File: config.mk
export PLATFORM = sky130hd
export DESIGN_NAME = pbus_arbiter
export DESIGN_NICKNAME = d
export VERILOG_FILES = /design/src/rtl/synth_bus_pkg.sv /design/src/rtl/pbus_prio_sel.sv /design/src/rtl/pbus_arbiter.sv
export SDC_FILE = /design/constraint.sdc
export NUM_CORES = 1
export LEC_CHECK = 0
export CAP_MARGIN = 10
export CORE_MARGIN = 2
export CORE_UTILIZATION = 44
export CTS_CLUSTER_DIAMETER = 60
export DETAILED_ROUTE_END_ITERATION = 6
export GPL_TIMING_DRIVEN = 0
export PLACE_DENSITY = 0.82
export SLEW_MARGIN = 20
export SYNTH_ARGS = -nofsm -noshare
export SYNTH_HDL_FRONTEND = slang
export SYNTH_HIERARCHICAL = 1
export SYNTH_SLANG_ARGS = --single-unit
File: constraint.sdc
create_clock -name sCLK_XVXENVS -period 4.6 [get_ports sCLK_XVXENVS]
set_input_delay 0.92 -clock sCLK_XVXENVS [delete_from_list [all_inputs] [get_ports sCLK_XVXENVS]]
set_output_delay 0.92 -clock sCLK_XVXENVS [all_outputs]
set_load 0.02 [all_outputs]
File: src/rtl/synth_bus_pkg.sv
// Shared types and constants for the synth engine parameter bus.
package synth_bus_pkg;

  localparam int ADR_W  = 7;
  localparam int DATA_W = 8;
  localparam int N_REQ  = 3;

  localparam logic [1:0] REQ_MIDI = 2'd0;
  localparam logic [1:0] REQ_LOAD = 2'd1;
  localparam logic [1:0] REQ_DUMP = 2'd2;

  typedef enum logic [1:0] {
    BANK_OSC = 2'd0,
    BANK_COM = 2'd1,
    BANK_M1  = 2'd2,
    BANK_M2  = 2'd3
  } bank_e;

  typedef enum logic [2:0] {
    IDLE   = 3'd0,
    SETUP  = 3'd1,
    STROBE = 3'd2,
    HOLD   = 3'd3,
    ACK    = 3'd4
  } state_e;

endpackage

File: src/rtl/pbus_prio_sel.sv
// Requester priority select: midi > load > dump, with an aging override
// that lets a starved dump win outright.
module pbus_prio_sel
  import synth_bus_pkg::*;
(
  input  logic [N_REQ-1:0] req,
  input  logic             age_force,
  output logic [1:0]       owner,
  output logic             grant_vld
);

  always_comb begin
    owner     = REQ_MIDI;
    grant_vld = |req;
    if (age_force && req[REQ_DUMP]) begin
      owner = REQ_DUMP;
    end else if (req[REQ_MIDI]) begin
      owner = REQ_MIDI;
    end else if (req[REQ_LOAD]) begin
      owner = REQ_LOAD;
    end else if (req[REQ_DUMP]) begin
      owner = REQ_DUMP;
    end
  end

endmodule

File: src/rtl/pbus_arbiter.sv
// Parameter bus arbiter: grants one requester and runs a fixed-timing
// SETUP/STROBE/HOLD/ACK bus cycle. Define PBUS_AGE_EN to enable dump aging.
module pbus_arbiter
  import synth_bus_pkg::*;
#(
  parameter int STROBE_CYC = 2,
  parameter int AGE_MAX    = 16
) (
  input  logic                         sCLK_XVXENVS,
  input  logic                         iRST_N,
  input  logic [N_REQ-1:0]             req,
  input  logic [N_REQ-1:0][1:0]        req_bank,
  input  logic [N_REQ-1:0][ADR_W-1:0]  req_adr,
  input  logic [1:0][DATA_W-1:0]       req_wdata,
  output logic [N_REQ-1:0]             ack,
  output logic [DATA_W-1:0]            dump_rdata,
  output logic [ADR_W-1:0]             adr,
  output logic [DATA_W-1:0]            wdata,
  output logic                         data_oe,
  input  logic [DATA_W-1:0]            rdata,
  output logic                         write,
  output logic                         read,
  output logic                         osc_sel,
  output logic                         com_sel,
  output logic                         m1_sel,
  output logic                         m2_sel,
  output logic                         sysex_data_patch_send
);

  localparam logic [3:0] STROBE_LAST = 4'(STROBE_CYC - 1);

  state_e                 state_q, state_d;
  logic [1:0]             owner_q, owner_d;
  bank_e                  bank_q, bank_d;
  logic [ADR_W-1:0]       adr_q, adr_d;
  logic [DATA_W-1:0]      wdata_q, wdata_d;
  logic [3:0]             cnt_q, cnt_d;
  logic [N_REQ-1:0]       ack_q, ack_d;
  logic [DATA_W-1:0]      dump_rdata_q, dump_rdata_d;

  logic [1:0]             owner;
  logic                   grant_vld;
  logic                   age_force;

  pbus_prio_sel u_prio_sel (
    .req       (req),
    .age_force (age_force),
    .owner     (owner),
    .grant_vld (grant_vld)
  );

`ifdef PBUS_AGE_EN
  localparam int AGE_W = $clog2(AGE_MAX + 1);
  logic [AGE_W-1:0] age_q, age_d;

  // Counts lost arbitration decisions of a pending dump; saturates at AGE_MAX.
  always_comb begin
    age_d = age_q;
    if (state_q == IDLE && grant_vld) begin
      if (owner == REQ_DUMP) begin
        age_d = '0;
      end else if (req[REQ_DUMP] && age_q != AGE_W'(AGE_MAX)) begin
        age_d = age_q + 1'b1;
      end
    end
  end

  always_ff @(posedge sCLK_XVXENVS or negedge iRST_N) begin
    if (!iRST_N) age_q <= '0;
    else         age_q <= age_d;
  end

  assign age_force = (age_q == AGE_W'(AGE_MAX));
`else
  // Aging compiled out: the override can never fire.
  assign age_force = (AGE_MAX < 0);
`endif

  always_comb begin
    state_d      = state_q;
    owner_d      = owner_q;
    bank_d       = bank_q;
    adr_d        = adr_q;
    wdata_d      = wdata_q;
    cnt_d        = cnt_q;
    ack_d        = '0;
    dump_rdata_d = dump_rdata_q;
    case (state_q)
      IDLE: begin
        if (grant_vld) begin
          owner_d = owner;
          bank_d  = bank_e'(req_bank[owner]);
          adr_d   = req_adr[owner];
          if (owner != REQ_DUMP) wdata_d = req_wdata[owner[0]];
          state_d = SETUP;
        end
      end
      SETUP: begin
        cnt_d   = STROBE_LAST;
        state_d = STROBE;
      end
      STROBE: begin
        if (cnt_q == 4'd0) state_d = HOLD;
        else               cnt_d   = cnt_q - 4'd1;
      end
      HOLD: begin
        if (owner_q == REQ_DUMP) dump_rdata_d = rdata;
        state_d = ACK;
      end
      ACK: begin
        // A requester that withdrew mid-cycle gets no ack.
        ack_d[owner_q] = req[owner_q];
        state_d        = IDLE;
      end
      default: state_d = IDLE;
    endcase
  end

  always_ff @(posedge sCLK_XVXENVS or negedge iRST_N) begin
    if (!iRST_N) begin
      state_q      <= IDLE;
      owner_q      <= REQ_MIDI;
      bank_q       <= BANK_OSC;
      adr_q        <= '0;
      wdata_q      <= '0;
      cnt_q        <= '0;
      ack_q        <= '0;
      dump_rdata_q <= '0;
    end else begin
      state_q      <= state_d;
      owner_q      <= owner_d;
      bank_q       <= bank_d;
      adr_q        <= adr_d;
      wdata_q      <= wdata_d;
      cnt_q        <= cnt_d;
      ack_q        <= ack_d;
      dump_rdata_q <= dump_rdata_d;
    end
  end

  logic bus_active;
  logic is_dump;

  assign bus_active = (state_q == SETUP) || (state_q == STROBE) || (state_q == HOLD);
  assign is_dump    = (owner_q == REQ_DUMP);

  assign adr                   = adr_q;
  assign wdata                 = wdata_q;
  assign ack                   = ack_q;
  assign dump_rdata            = dump_rdata_q;
  assign data_oe               = bus_active && !is_dump;
  assign sysex_data_patch_send = bus_active && is_dump;
  assign write                 = !((state_q == STROBE) && !is_dump);
  assign read                  = (state_q == STROBE) && is_dump;
  assign osc_sel               = bus_active && (bank_q == BANK_OSC);
  assign com_sel               = bus_active && (bank_q == BANK_COM);
  assign m1_sel                = bus_active && (bank_q == BANK_M1);
  assign m2_sel                = bus_active && (bank_q == BANK_M2);

endmodule

## Yosys cells after proc, flatten, opt, wreduce, memory -nomap -nowiden

Cells that the tools add are included.

- Add/subtract/negate cells: 1
- $mul: 0
- Divide/modulo/power cells: 0
- $lt $le $gt $ge: 4
- Eq/ne operators: 12
- Shift-type cells: 0
- Mux-type cells: 19
- Bitwise gates (word level): 1
- Reduce and logical (&&, ||, !) cells: 23

Operators by type and width:

| kind | count |
|---|---|
| $mux 8 | 2 |
| $bmux 7 s2 | 1 |
| $pmux 3 s4 | 1 |
| $logic_and 1x1->1 | 9 |
| $mux 3 | 3 |
| $mux 2 | 4 |
| $ne 2x2->1 const B | 4 |
| $pmux 4 s2 | 1 |
| $reduce_and 2->1 | 4 |
| $mux 7 | 1 |
| $eq 2x2->1 const B | 3 |
| $eq 3x2->1 const B | 2 |
| $lt 2x3->1 const B | 2 |
| $bmux 2 s2 | 1 |
| $logic_not 4->1 | 1 |
| $mux 4 | 1 |
| $sub 4x1->4 const B | 1 |
| $and 3x3->3 | 1 |
| $eq 3x1->1 const B | 1 |
| $eq 3x3->1 const B | 1 |
| $logic_not 3->1 | 1 |
| $reduce_and 3->1 | 1 |
| $reduce_or 3->1 | 1 |
| $bmux 1 s2 | 1 |
| other kinds (9) | 12 |

- Register bits after elaboration: 37
- Latch bits: 0
- Bits in writable memories: 0
- Bits in read-only memories: 0
- Memories kept: 0

## Longest topological paths before layout

- Depth in word-level cells: 6
- Depth in mapped cells: 7
- Mapped depth without buffers: 5

## Cells and area by module

The synthesis kept the hierarchy.

By module, submodules not included:

| module | instances | cells an instance | area each (um^2) |
|---|---|---|---|
| pbus_arbiter | 1 | 168 | 1900.6 |
| pbus_prio_sel | 1 | 5 | 28.8 |

## Worst setup path after synthesis

Ideal clock, no wire load.

- Path type: flip-flop to output port
- Start: register state_q[2]
- End: output com_sel
- Arrival: 1.548 ns
- Required time: 3.680 ns
- Slack: 2.132 ns
- Stages on the path, launching flop included: 4
- Path buffers: 2
- Cell sequence: dfrtp_1 > buf_4 > clkbuf_1 > nor4b_1

- Longest elaborated chain between the ends: 4
- Elaborated cells between the ends (all ways): 6

RTL lines:

| item | line | RTL |
|---|---|---|
| start: declaration | pbus_arbiter.sv:32 | `state_e state_q, state_d;` |
| start signal: assignment | pbus_arbiter.sv:130 | `state_q <= state_d;` |
| $eq 3x1->1 or $eq 3x2->1 (tied branches) | pbus_arbiter.sv:144 | `assign bus_active = (state_q == SETUP) \|\| (state_q == STROBE) \|\| (state_q == HOLD);` |
| $logic_or 1x1->1 | pbus_arbiter.sv:144 |  |
| $logic_or 1x1->1 * | pbus_arbiter.sv:144 |  |
| $logic_and 1x1->1 * | pbus_arbiter.sv:156 | `assign com_sel = bus_active && (bank_q == BANK_COM);` |
| end: declaration | pbus_arbiter.sv:24 | `output logic com_sel,` |

Every way passes the cells marked *; elsewhere a longest branch is shown, timed or not.

## Worst setup path in the final report

Ends and elaborated chain as after synthesis.

==> key figures <==
Clock network
  • Max clock buf depth: 2
  • Clk sinks: 37
  • Root buf cell: clkbuf_8
  • CTS tree: built
  • H-tree depth: 2
  • Clock transition at path regs: 70 ps
  • Post_cts resized: 0
  • Post-CTS Hold Buffers: 0
  • Worst skew pair latency: 280 ps
  • CTS buffer count: 5
  • Postcts setup bufs: 0

Yosys
  • Synth async-reset ratio: 1.00
  • Mux cell area share after synthesis: 0.214
  • Compound-gate portion of the synthesized area: 0.0798
  • Number of synthesis warnings: 6
  • Mapped Cells: 173
  • Number of synthesized flops with an enable pin: 0
  • Largest family of logic cells by synthesized area: multiplexers
  • Post-synthesis sequential area ratio: 0.480
  • Primary FF master, synth: dfrtp_1
  • Most frequent cell after synthesis: dfrtp_1
  • Mapped cell area: 0.00193 sq mm
  • Synth Area per Inst: 11.2 sq um
  • Top post-synthesis cells by count: dfrtp_1, mux2_2, nor2_1, nand2_1, mux2i_1
  • Post-synthesis adder-cell area fraction: 0.0130
  • Netlist cell types: 33
  • Register bit count reported by yosys: 37
  • Area contributors post-synth: dfrtp_1, mux2_2, mux2i_1
  • Simple-Gate Fraction of Synth Area: 0.172
  • Xor and xnor area share after synthesis: 0
  • Yosys top cell by area: dfrtp_1
  • Share of the synthesized area in the top cell type: 0.480

Worst hold path
  • Hold crit path type: flip-flop to flip-flop

Detailed routing
  • DR WL/cell: 14.0 microns
  • Routed Wire Length: 4520 microns
  • Final ANT Viol Nets: 0
  • DR iter-0 viols: 67
  • DR pass1 iterations: 4
  • Vias per cell: 5.08
  • Routed via count: 1645
  • Drt drc: 0

Floorplanning
  • IO Pins: 90
  • Die height: 70.2 microns
  • Initial Utilization: 0.449
  • Die Area: 0.00493 sq mm
  • Site row count: 24
  • Die width: 70.2 microns
  • Core Region: 0.00429 sq mm

STA
  • Tightest Pin Transition: 722 ps
  • Setup tns final: 0 ps
  • Slew Limit Fails: 0
  • Clock skew: 5.60 ps
  • Final hold viol count: 0
  • Worst slew margin: 0.516
  • Crit share post-route: 0.671
  • Final setup viols: 0
  • Clock period minus worst slack: 3090 ps
  • Unrepaired setup endpoints after global routing: false
  • Max Freq: 0.324 GHz

Run status
  • Outcome: finished, final reports clean

Cells and area
  • Fin util: 0.705
  • Area grow syn2layout: 56.9%
  • NumNets Final: 329
  • N_diodes: 0
  • Final non-filler cell total: 324
  • Layout cells sized above 1: 0.199

Setup path
  • Worst setup path class: flip-flop to primary output
  • Worst Setup End Kind: primary output
  • Arr. time, crit path: 2170 ps
  • CP required: 3680 ps
  • Critical path peak fanout: 10
  • R2R Setup Slk: 2960 ps
  • Worst setup SP type: flip-flop

Pwr
  • IR drop worst, VDD: 0.000259 V
  • Power Density: 606 mW/mm^2
  • Leak: 1.24 nW

GRT
  • Antenna violations before repair: 0
  • Pin count of the biggest net entering global routing: 20
  • Global-route wire length before repair: 7800 microns
  • Vias in the first global route: 1738
  • Global route overflow: 0
  • Gr usage total: 0.194

Flow run
  • Max_cap viols: 0

Placed design
  • IO Port Bufs: 89
  • Post-DP HPWL: 3560 microns
  • Placer Congestion: 0.795
  • Post-Place Cells: 316
==> critical path, stage by stage, from the launching register on <==
cell             delay, ps
dfrtp_1                410
buf_4                  180
clkbuf_1               220
nor4b_1                400
clkdlybuf4s50_1        670
==> worst paths after layout <==
check | start | to | cells after the start
max | state_q[2] | com_sel | 4
min | dump_rdata[4] | dump_rdata[4] | 1
max reg2reg | state_q[2] | dump_rdata[6] | 3
min reg2reg | dump_rdata[4] | dump_rdata[4] | 1
max in group asynchronous | iRST_N | dump_rdata[6] | 2
min in group asynchronous | iRST_N | bank_q[0] | 1
==> through the flow <==
step                power [mW]  instance area, sq um  hold slack [ps]  setup WS, ps
global route              1.95                  3030              520          1400
finish                    1.83                  3030              505          1510
global placement          1.53                  2890              487          1350
detailed placement        1.56                  2910              490          1270
floorplan                 1.14                  1930              473          2130
CTS                       1.85                  3030              511          1510
==> state kept, by name, indices dropped and copies added (netlist names) <==
| name | flops |
|---|---|
| ack | 3 |
| bank_q | 2 |
| adr | 7 |
| state_q | 3 |
| dump_rdata | 8 |
| cnt_q | 4 |
| wdata | 8 |
| owner_q | 2 |
==> cells by family (layout without fill, tap and decap cells) <==
kind of cell,count (synthesis),after routing
compound gates,22,22
fa+ha+maj,2,2
buf+inv,15,113
flops,37,37
mux,38,38
other cells,1,2
simple gates,58,58
==> power by group <==
part / internal [mW] / switching, mW
clock network: 0.177 / 0.109
registers: 0.471 / 0.0887
logic: 0.508 / 0.479
total: 1.16 / 0.677
==> layer usage <==
metal,vias up,wire (microns),global-route usage
met4,0,24,0.0363
met3,4,341,0.0649
li1,806,-,-
met2,62,2320,0.342
met1,773,1840,0.231
met5,-,0,0
==> layout by cell type, fill, tap and decap left out, types with 3 or more instances in the layout <==
cell / instances
buf_2: 5
mux2_2: 26
nor2_1: 16
dfrtp_1: 37
or2_2: 6
nand2_1: 13
clkdlybuf4s50_1: 88
nor3_1: 5
clkbuf_1: 3
inv_1: 5
clkbuf_8: 6
buf_4: 4
o21a_1: 3
a21oi_1: 4
mux2i_1: 12
a31oi_1: 6
nor4b_1: 4
==> cell type report <==
class | count | area (sq um)
Fill cell | 332 | 1270
Multi-Input combinational cell | 122 | 931
Sequential cell | 37 | 926
Timing Repair Buffer | 90 | 913
Clock buffer | 7 | 86.3
Tap cell | 52 | 65.1
Buffer | 10 | 57.6
Clock inverter | 1 | 30.0
Inverter | 5 | 18.8
Note: power is estimated with default switching activity, not from simulation.
